[src/rtl/keypad_scanner_pkg.sv]
// Purpose: shared types, constants and helpers for the 4x4 keypad scanner.
// Latency: n/a (declarations only).
// Backpressure: n/a.
package keypad_scanner_pkg;

    typedef enum logic [1:0] {
        SCAN       = 2'd0,
        DEBOUNCE_P = 2'd1,
        HELD       = 2'd2,
        DEBOUNCE_R = 2'd3
    } kp_state_t;

    localparam int          NUM_ROWS = 4;
    localparam int          NUM_COLS = 4;
    // All columns released (pull-ups win); also the inactive row-strobe value.
    localparam logic [3:0]  ROW_IDLE = 4'b1111;

    // Active-low one-hot strobe for a row index.
    function automatic logic [3:0] row_strobe(input logic [1:0] idx);
        logic [3:0] r;
        r      = ROW_IDLE;
        r[idx] = 1'b0;
        return r;
    endfunction

    // Index of the lowest active-low column; lowest column wins on multi-press.
    function automatic logic [1:0] lowest_zero(input logic [3:0] v);
        logic [1:0] idx;
        if (!v[0])      idx = 2'd0;
        else if (!v[1]) idx = 2'd1;
        else if (!v[2]) idx = 2'd2;
        else            idx = 2'd3;
        return idx;
    endfunction

    // Phone-style layout:  1 2 3 A / 4 5 6 B / 7 8 9 C / * 0 # D.
    // Digits map to 0..9; A..D map to A..D; '*' -> E, '#' -> F.
    function automatic logic [3:0] key_to_digit(input logic [3:0] code);
        logic [3:0] d;
        case (code)
            4'h0: d = 4'h1;  4'h1: d = 4'h2;  4'h2: d = 4'h3;  4'h3: d = 4'hA;
            4'h4: d = 4'h4;  4'h5: d = 4'h5;  4'h6: d = 4'h6;  4'h7: d = 4'hB;
            4'h8: d = 4'h7;  4'h9: d = 4'h8;  4'hA: d = 4'h9;  4'hB: d = 4'hC;
            4'hC: d = 4'hE;  4'hD: d = 4'h0;  4'hE: d = 4'hF;  default: d = 4'hD;
        endcase
        return d;
    endfunction

endpackage

[src/rtl/keypad_scanner_sync2.sv]
// Purpose: WIDTH-bit two-flop synchronizer, async reset to all-ones (idle for active-low inputs).
// Latency: 2 clk cycles from d to q.
// Backpressure: none; free-running sampler.
// Ports: clk, rst (async active-high), d (raw async input), q (synchronized output).
module keypad_scanner_sync2 #(
    parameter int WIDTH = 4
) (
    input  logic             clk,
    input  logic             rst,
    input  logic [WIDTH-1:0] d,
    output logic [WIDTH-1:0] q
);

    logic [WIDTH-1:0] meta;

    always_ff @(posedge clk or posedge rst) begin
        if (rst) begin
            meta <= '1;
            q    <= '1;
        end else begin
            meta <= d;
            q    <= meta;
        end
    end

endmodule

[src/rtl/keypad_scanner.sv]
// Purpose: scans a 4x4 active-low matrix keypad, debounces press/release, reports the key code.
// Latency: key_valid DEBOUNCE cycles after the detecting row sample; press-to-valid <= 2 + 4*ROW_DWELL + DEBOUNCE.
// Backpressure: none; key_valid is a one-cycle pulse, key_code holds until the next accepted key.
// Ports: clk, BTNR (async active-high reset), col_n (raw columns), row_n (row strobes),
//        key_code {row,col}, key_valid (accept pulse), key_down (held until release accepted).
module keypad_scanner
    import keypad_scanner_pkg::*;
#(
    parameter int ROW_DWELL = 4,   // >= 3: sync latency plus one settle cycle
    parameter int DEBOUNCE  = 20,  // >= 2
    parameter int CNT_W     = 5    // 2**CNT_W > max(ROW_DWELL, DEBOUNCE)
) (
    input  logic       clk,
    input  logic       BTNR,
    input  logic [3:0] col_n,
    output logic [3:0] row_n,
    output logic [3:0] key_code,
    output logic       key_valid,
    output logic       key_down
);

    localparam logic [CNT_W-1:0] DWELL_LAST = CNT_W'(ROW_DWELL - 1);
    localparam logic [CNT_W-1:0] DEB_DONE   = CNT_W'(DEBOUNCE);

    logic [3:0]       col_s;
    kp_state_t        state;
    logic [1:0]       row_idx;
    logic [1:0]       col_idx;
    logic [3:0]       pattern;
    logic [CNT_W-1:0] dwell_cnt;
    logic [CNT_W-1:0] deb_cnt;

    keypad_scanner_sync2 #(.WIDTH(4)) u_col_sync (
        .clk (clk),
        .rst (BTNR),
        .d   (col_n),
        .q   (col_s)
    );

    always_ff @(posedge clk or posedge BTNR) begin
        if (BTNR) begin
            state     <= SCAN;
            row_idx   <= 2'd0;
            row_n     <= 4'b1110;
            col_idx   <= 2'd0;
            pattern   <= ROW_IDLE;
            dwell_cnt <= '0;
            deb_cnt   <= '0;
            key_code  <= 4'h0;
            key_valid <= 1'b0;
            key_down  <= 1'b0;
        end else begin
            key_valid <= 1'b0;
            case (state)
                SCAN: begin
                    if (dwell_cnt == DWELL_LAST) begin
                        dwell_cnt <= '0;
                        if (col_s != ROW_IDLE) begin
                            // Row stays driven while the candidate is debounced.
                            col_idx <= lowest_zero(col_s);
                            pattern <= col_s;
                            deb_cnt <= CNT_W'(1);
                            state   <= DEBOUNCE_P;
                        end else begin
                            row_idx <= row_idx + 2'd1;
                            row_n   <= row_strobe(row_idx + 2'd1);
                        end
                    end else begin
                        dwell_cnt <= dwell_cnt + 1'b1;
                    end
                end

                DEBOUNCE_P: begin
                    if (deb_cnt == DEB_DONE) begin
                        key_code  <= {row_idx, col_idx};
                        key_valid <= 1'b1;
                        key_down  <= 1'b1;
                        deb_cnt   <= '0;
                        state     <= HELD;
                    end else if (col_s != pattern) begin
                        // Bounce: drop the candidate and carry on scanning at the next row.
                        row_idx   <= row_idx + 2'd1;
                        row_n     <= row_strobe(row_idx + 2'd1);
                        dwell_cnt <= '0;
                        deb_cnt   <= '0;
                        state     <= SCAN;
                    end else begin
                        deb_cnt <= deb_cnt + 1'b1;
                    end
                end

                HELD: begin
                    // Pattern changes other than a full release are ignored.
                    if (col_s == ROW_IDLE) begin
                        deb_cnt <= CNT_W'(1);
                        state   <= DEBOUNCE_R;
                    end else begin
                        deb_cnt <= '0;
                    end
                end

                DEBOUNCE_R: begin
                    if (deb_cnt == DEB_DONE) begin
                        key_down  <= 1'b0;
                        row_idx   <= 2'd0;
                        row_n     <= 4'b1110;
                        dwell_cnt <= '0;
                        deb_cnt   <= '0;
                        state     <= SCAN;
                    end else if (col_s != ROW_IDLE) begin
                        deb_cnt <= '0;
                        state   <= HELD;
                    end else begin
                        deb_cnt <= deb_cnt + 1'b1;
                    end
                end
            endcase
        end
    end

endmodule

[config.mk]
export PLATFORM = sky130hd
export DESIGN_NAME = keypad_scanner
export DESIGN_NICKNAME = d
export VERILOG_FILES = /design/src/rtl/keypad_scanner_pkg.sv /design/src/rtl/keypad_scanner_sync2.sv /design/src/rtl/keypad_scanner.sv
export SDC_FILE = /design/constraint.sdc
export NUM_CORES = 1
export LEC_CHECK = 0
export BUFFER_PORTS_ARGS = -buffer_cell sky130_fd_sc_hd__buf_2
export CORE_ASPECT_RATIO = 0.6
export CORE_MARGIN = 10
export CORE_UTILIZATION = 30
export DETAILED_ROUTE_END_ITERATION = 6
export PLACE_DENSITY = 0.52
export RECOVER_POWER = 50
export SLEW_MARGIN = 20
export SYNTH_ARGS = -nofsm -noshare
export SYNTH_HDL_FRONTEND = slang
export SYNTH_SLANG_ARGS = --single-unit
export TNS_END_PERCENT = 5
[constraint.sdc]
create_clock -name clk -period 3.8 [get_ports clk]
set_clock_uncertainty 0.05 [all_clocks]
set_input_delay 0.76 -clock clk [delete_from_list [all_inputs] [get_ports clk]]
set_output_delay 0.76 -clock clk [all_outputs]
set_load 0.02 [all_outputs]
### After elaboration in Yosys (flattened, before gate mapping)

Cells that the tools add are included.

| storage, ports and cells | value |
|---|---|
| logic and storage cells | 90 |
| input bits | 6 |
| register bits after elaboration | 38 |

| operators by class | value |
|---|---|
| reductions and logical operators | 11 |
| bitwise operators | 1 |
| eq/ne operators | 18 |
| magnitude comparators | 2 |
| muxes and demuxes | 43 |
| $add $sub $neg | 3 |

Operators by type and width:

| kind | count |
|---|---|
| $mux 5 | 10 |
| $mux 2 | 14 |
| $mux 4 | 5 |
| $pmux 5 s4 | 1 |
| $ne 2x2->1 const B | 8 |
| $pmux 5 s3 | 1 |
| $pmux 4 s3 | 1 |
| $add 5x1->5 const B | 2 |
| $pmux 2 s4 | 1 |
| $mux 1 | 7 |
| $ne 3x3->1 const B | 2 |
| $pmux 2 s3 | 1 |
| $reduce_and 3->1 | 2 |
| $reduce_and 6->1 | 1 |
| $eq 5x2->1 const B | 1 |
| $eq 5x5->1 const B | 1 |
| $reduce_and 5->1 | 1 |
| $eq 2x2->1 const B | 2 |
| $eq 4x4->1 const B | 1 |
| $ne 4x4->1 | 1 |
| $ne 4x4->1 const B | 1 |
| $not 4->4 | 1 |
| $reduce_and 2->1 | 2 |
| $reduce_and 4->1 | 1 |
| 10 further kinds | 10 |

### Logic depth before layout (Yosys ltp)

| depth | value |
|---|---|
| word-level depth | 9 |
| depth in mapped cells | 8 |

### Modules after synthesis

A second synthesis with hierarchy kept.

| second synthesis, totals | value |
|---|---|
| cell total of the unflattened synthesis | 152 |
| area total of the unflattened synthesis | 1785.5 µm² |

By module, submodules not included:

| module | area an instance (µm²) | times used | cells an instance | seq. area each (µm²) |
|---|---|---|---|---|
| keypad_scanner | 1571.5 | 1 | 143 | 759.5 |
| keypad_scanner_sync2 | 214.0 | 1 | 9 | 210.2 |

### Worst setup path before layout

No wires, ideal clock.

| timing path | value |
|---|---|
| kind | flip-flop to flip-flop |
| start point | reg dwell_cnt[0] |
| end point | reg row_idx[0] |
| library setup time | 0.125 ns |
| period minus slack after synthesis | 2.136 ns |
| data arrival time | 1.961 ns |
| cell stages (with the launch flop) | 7 |
| slack | 1.664 ns |
| cells stage by stage | dfrtp_1 > ha_1 > or4b_4 > o21ai_1 > or3b_1 > buf_6 > mux2_4 |

| on the way | value |
|---|---|
| word-level cells in the longest chain between the ends | 3 |

Ends and longest elaborated chain:

| what | line | source |
|---|---|---|
| from (decl) | keypad_scanner.sv:30 | `logic [CNT_W-1:0] dwell_cnt;` |
| from (signal assigned) | keypad_scanner.sv:69 | `dwell_cnt <= dwell_cnt + 1'b1;` |
| $eq 5x2->1 | keypad_scanner.sv:56 | `if (dwell_cnt == DWELL_LAST) begin` |
| $ne 2x2->1 (no source line) | - |  |
| $reduce_and 6->1 (no source line) | - |  |
| to (signal assigned) | keypad_scanner.sv:65 | `row_idx <= row_idx + 2'd1;` |
| to (signal assigned) | keypad_scanner.sv:82 | `row_idx <= row_idx + 2'd1;` |
| to (decl) | keypad_scanner.sv:27 | `logic [1:0] row_idx;` |

No other way between the ends.
A chain may end at the register's enable or synchronous reset.

==> results.toml <==
[power]
p_clk_share_pct = 20.5
power.ir.vdd_worst_uv = 227.4
power_density_mw_per_mm2 = 636.2
proportion_of_power_drawn_by_combinational_gates_pct = 31.4
p_int_mw = 0.8459
power.static_leakage_nw = 0.8984
p_sw_share_pct = 33.08
pwr-share-seq_pct = 48.1
p_sw_mw = 0.4182

[synth]
synthDominantCellAreaShare_pct = 32.79
synth_seq_area_share_pct = 55.24
yosys-top-cells-count = "sky130_fd_sc_hd__dfrtp_1 (23), sky130_fd_sc_hd__dfstp_2 (15), sky130_fd_sc_hd__nand2_1 (15), sky130_fd_sc_hd__o21ai_0 (13), sky130_fd_sc_hd__inv_1 (9)"
ys_top_cells_by_area = "sky130_fd_sc_hd__dfrtp_1 (33%), sky130_fd_sc_hd__dfstp_2 (22%), sky130_fd_sc_hd__ha_1 (5.0%), sky130_fd_sc_hd__mux2_2 (4.5%), sky130_fd_sc_hd__mux2_4 (4.3%)"
yosysUniqueCellTypes = 37
ys_ff_latch = 38
synth-async-reset-ratio_pct = 100.0
synth.net_count = 159
yosysWarningCount = 0
number_of_flops_mapped_to_enable_cells_by_yosys = 0
cell_area_after_synthesis_mm2 = 0.001755
netlist_instances = 146
top_reg_cell_synth = "sky130_fd_sc_hd__dfrtp_1"
synthMostInstantiatedCell = "sky130_fd_sc_hd__dfrtp_1"
post-synth-top-area-cell = "sky130_fd_sc_hd__dfrtp_1"
synth_area_per_cell_um2 = 12.02

[outcome]
status = "complete, but fails checks"
failed_checks = "max-capacitance violations, max-slew violations"

[clocking]
clock_tree.buffer_depth = 2
post-cts-setup-buffers = 0
h-tree-depth = 2
clock_tree_from_tritoncts = "yes"
clk_pin_slew_ns = 0.07
clk-insertion-delay-late_ns = 0.28
holdBufCountCts = 0
cts_resized = 0
clkSinkCount = 38
clock-root-buffer = "sky130_fd_sc_hd__clkbuf_8"
tritoncts.num_buffers = 5

[setup_path]
data_arrival_time_of_the_worst_path_ns = 2.31
critical_path_required_ns = 3.75
rr_endpoint = "row_n[0]"
timing.critical_path.from_type = "input pin"
worstSetupEndpointType = "asynchronous set/reset pin"
crit_fanout = 38
worstSetupPathType = "input pin to asynchronous set/reset pin"
r2r-start = "dwell_cnt[0]"
setup.reg_to_reg.worst_slack_ns = 1.50
timing.critical_path.from = "BTNR"
cp_cell_sequence = "buf_2, inv_1, clkbuf_1"
timing.critical_path.to = "dwell_cnt[2]"
r2r.worst_path.cells = 5
crit_path_max_incr_delay_ns = 1.40
crit_path_top_delay_cell = "sky130_fd_sc_hd__clkbuf_1"

[sta]
slew_headroom_pct = -31.28
max_freq_mhz = 423.2
finalCritPeriodShare_pct = 62.18
rsz_0062_raised_after_global_routing = "no"
post_layout_minimum_cycle_time_ns = 2.363
slew_limit_fails = 39
tightest_slew_ns = 1.969
final_count_of_negative_setup_slack_endpoints = 0
finalHoldViolations = 0
setup_total_negative_slack_ns = 0

[place]
placed_area_mm2 = 0.001908
gp_congestion = 0.8323
io_buffers = 15
dp_hpwl_um = 2259

[die]
fp.dieArea_mm2 = 0.009411
die_y_um = 79.25
chipWidth_um = 118.8
coreArea_mm2 = 0.005623
num_io_pins = 16
placementRows = 21
initial_utilization_pct = 31.22

[finish]
n_antenna_cell = 0
area_of_combinational_cells_with_multiple_inputs_um2 = 721.9
post-route-cell-area_mm2 = 0.001987
fillerInstances = 581
post_route_cells_drive_above_1_share_pct = 31.74
area_occupied_by_registers_um2 = 969.7
syn_to_final_growth_pct = 13.19
final_nets = 179

[grt]
met1_usage_grt_pct = 9.392
top_usage_layer = "met2"
number_of_global_route_vias_before_repair = 1135
gr-usage-met2_pct = 9.458
grt.overflow.total = 0
grt_start_max_net_pins = 39
track_usage_pct = 7.015
grtUsageMet3_pct = 3.531
antenna_found_initial = 0
global_route_wire_length_before_repair_um = 5402

[drt]
detailed_route_drc_error_count = 0
via_per_inst = 4.417
routed_wirelength_um = 3072
num_vias = 1091
firstDrtPassIters = 4
drt_first_iter_violations = 38
detail-route-antenna-nets = 0
wl_per_cell_um = 12.44

[min_path]
class_of_the_tightest_hold_or_removal_check = "flop to flop"
worst_hold_path.num_cells = 0

[run]
maxCapViolations = 1
## how the worst min path moves through the flow
stage	end	startpoint	slack [ns]
2_1_floorplan	u_col_sync.q[0]	u_col_sync.meta[0]	0.30
3_3_place_gp	u_col_sync.q[0]	u_col_sync.meta[0]	0.30
3_5_place_dp	u_col_sync.q[1]	u_col_sync.meta[1]	0.30
4_1_cts	u_col_sync.q[1]	u_col_sync.meta[1]	0.31
5_1_grt	u_col_sync.q[0]	u_col_sync.meta[0]	0.31
6_report	u_col_sync.q[3]	u_col_sync.meta[3]	0.31
## sequential cells by signal, indices dropped and copies added, names as in the netlist, 4 cells and up
| register | flops |
|---|---|
| key_code | 4 |
| u_col_sync.meta | 4 |
| deb_cnt | 5 |
| row_n | 4 |
| u_col_sync.q | 4 |
| dwell_cnt | 5 |
| pattern | 4 |
## cell usage in the layout (no fill, tap or decap), drive strengths merged, types with 2 or more instances in the layout
master,synthesis,final
a21oi,4,4
a31oi,3,3
buf,2,15
clkbuf,1,7
clkinv,0,2
dfrtp,23,23
dfstp,15,15
ha,7,7
inv,9,9
mux2,12,12
mux2i,2,2
nand2,16,16
nand3,3,3
nand4,3,3
nor2,6,6
nor3,3,3
o21ai,14,14
o31ai,3,3
xnor2,5,5
## worst max-delay path, delay by kind of cell
kind	cells	cell delay, ns
buf+inv	3	1.54
## power by group through the flow
stage / registers (mW) / clock network, mW / logic [mW]
global route: 0.627 / 0.294 / 0.452
detailed placement: 0.616 / 0 / 0.400
finish: 0.608 / 0.260 / 0.397
global placement: 0.612 / 0 / 0.396
floorplan: 0.607 / 0 / 0.329
CTS: 0.610 / 0.272 / 0.403
## per-layer routing
layer / up-vias / part of all wire [%]
li1: 558 / -
met1: 513 / 56
met2: 18 / 39
met3: 2 / 4.1
met4: 0 / 0.59
met5: - / 0
## kinds of logic (layout without fill, tap and decap cells)
group                    Yosys count  after routing  synth area share, %
adder cells (fa/ha/maj)            7              7                4.989
buffers and inverters             12             33                3.635
AND/OR/NAND/NOR                   37             37                10.90
AO/OA/AOI/OAI                     32             32                11.26
multiplexers                      14             14                9.908
XOR/XNOR                           6              6                4.063
flip-flops                        38             38                55.24
## metrics by stage
step	hold slack, ns	util [%]	total power, mW	std cells	worst slack [ns]
after floorplan	0.2952	-	0.9365	146	1.664
after global placement	0.2969	33.93	1.008	239	1.559
after detailed placement	0.2969	33.93	1.017	239	1.513
after CTS	0.3076	35.40	1.285	247	1.500
after global routing	0.3145	35.34	1.372	247	1.005
final	0.3077	35.34	1.264	247	1.437
## cell type report
type | instances | area share (%)
clock buffers | 6 | 3.652
well taps | 80 | 5.038
flip-flops and latches | 38 | 48.80
multi-input cells | 96 | 36.33
repair buffers | 16 | 3.967
clock inverters | 2 | 0.5038
inverters | 9 | 1.700
(Power assumes the default switching activity.)
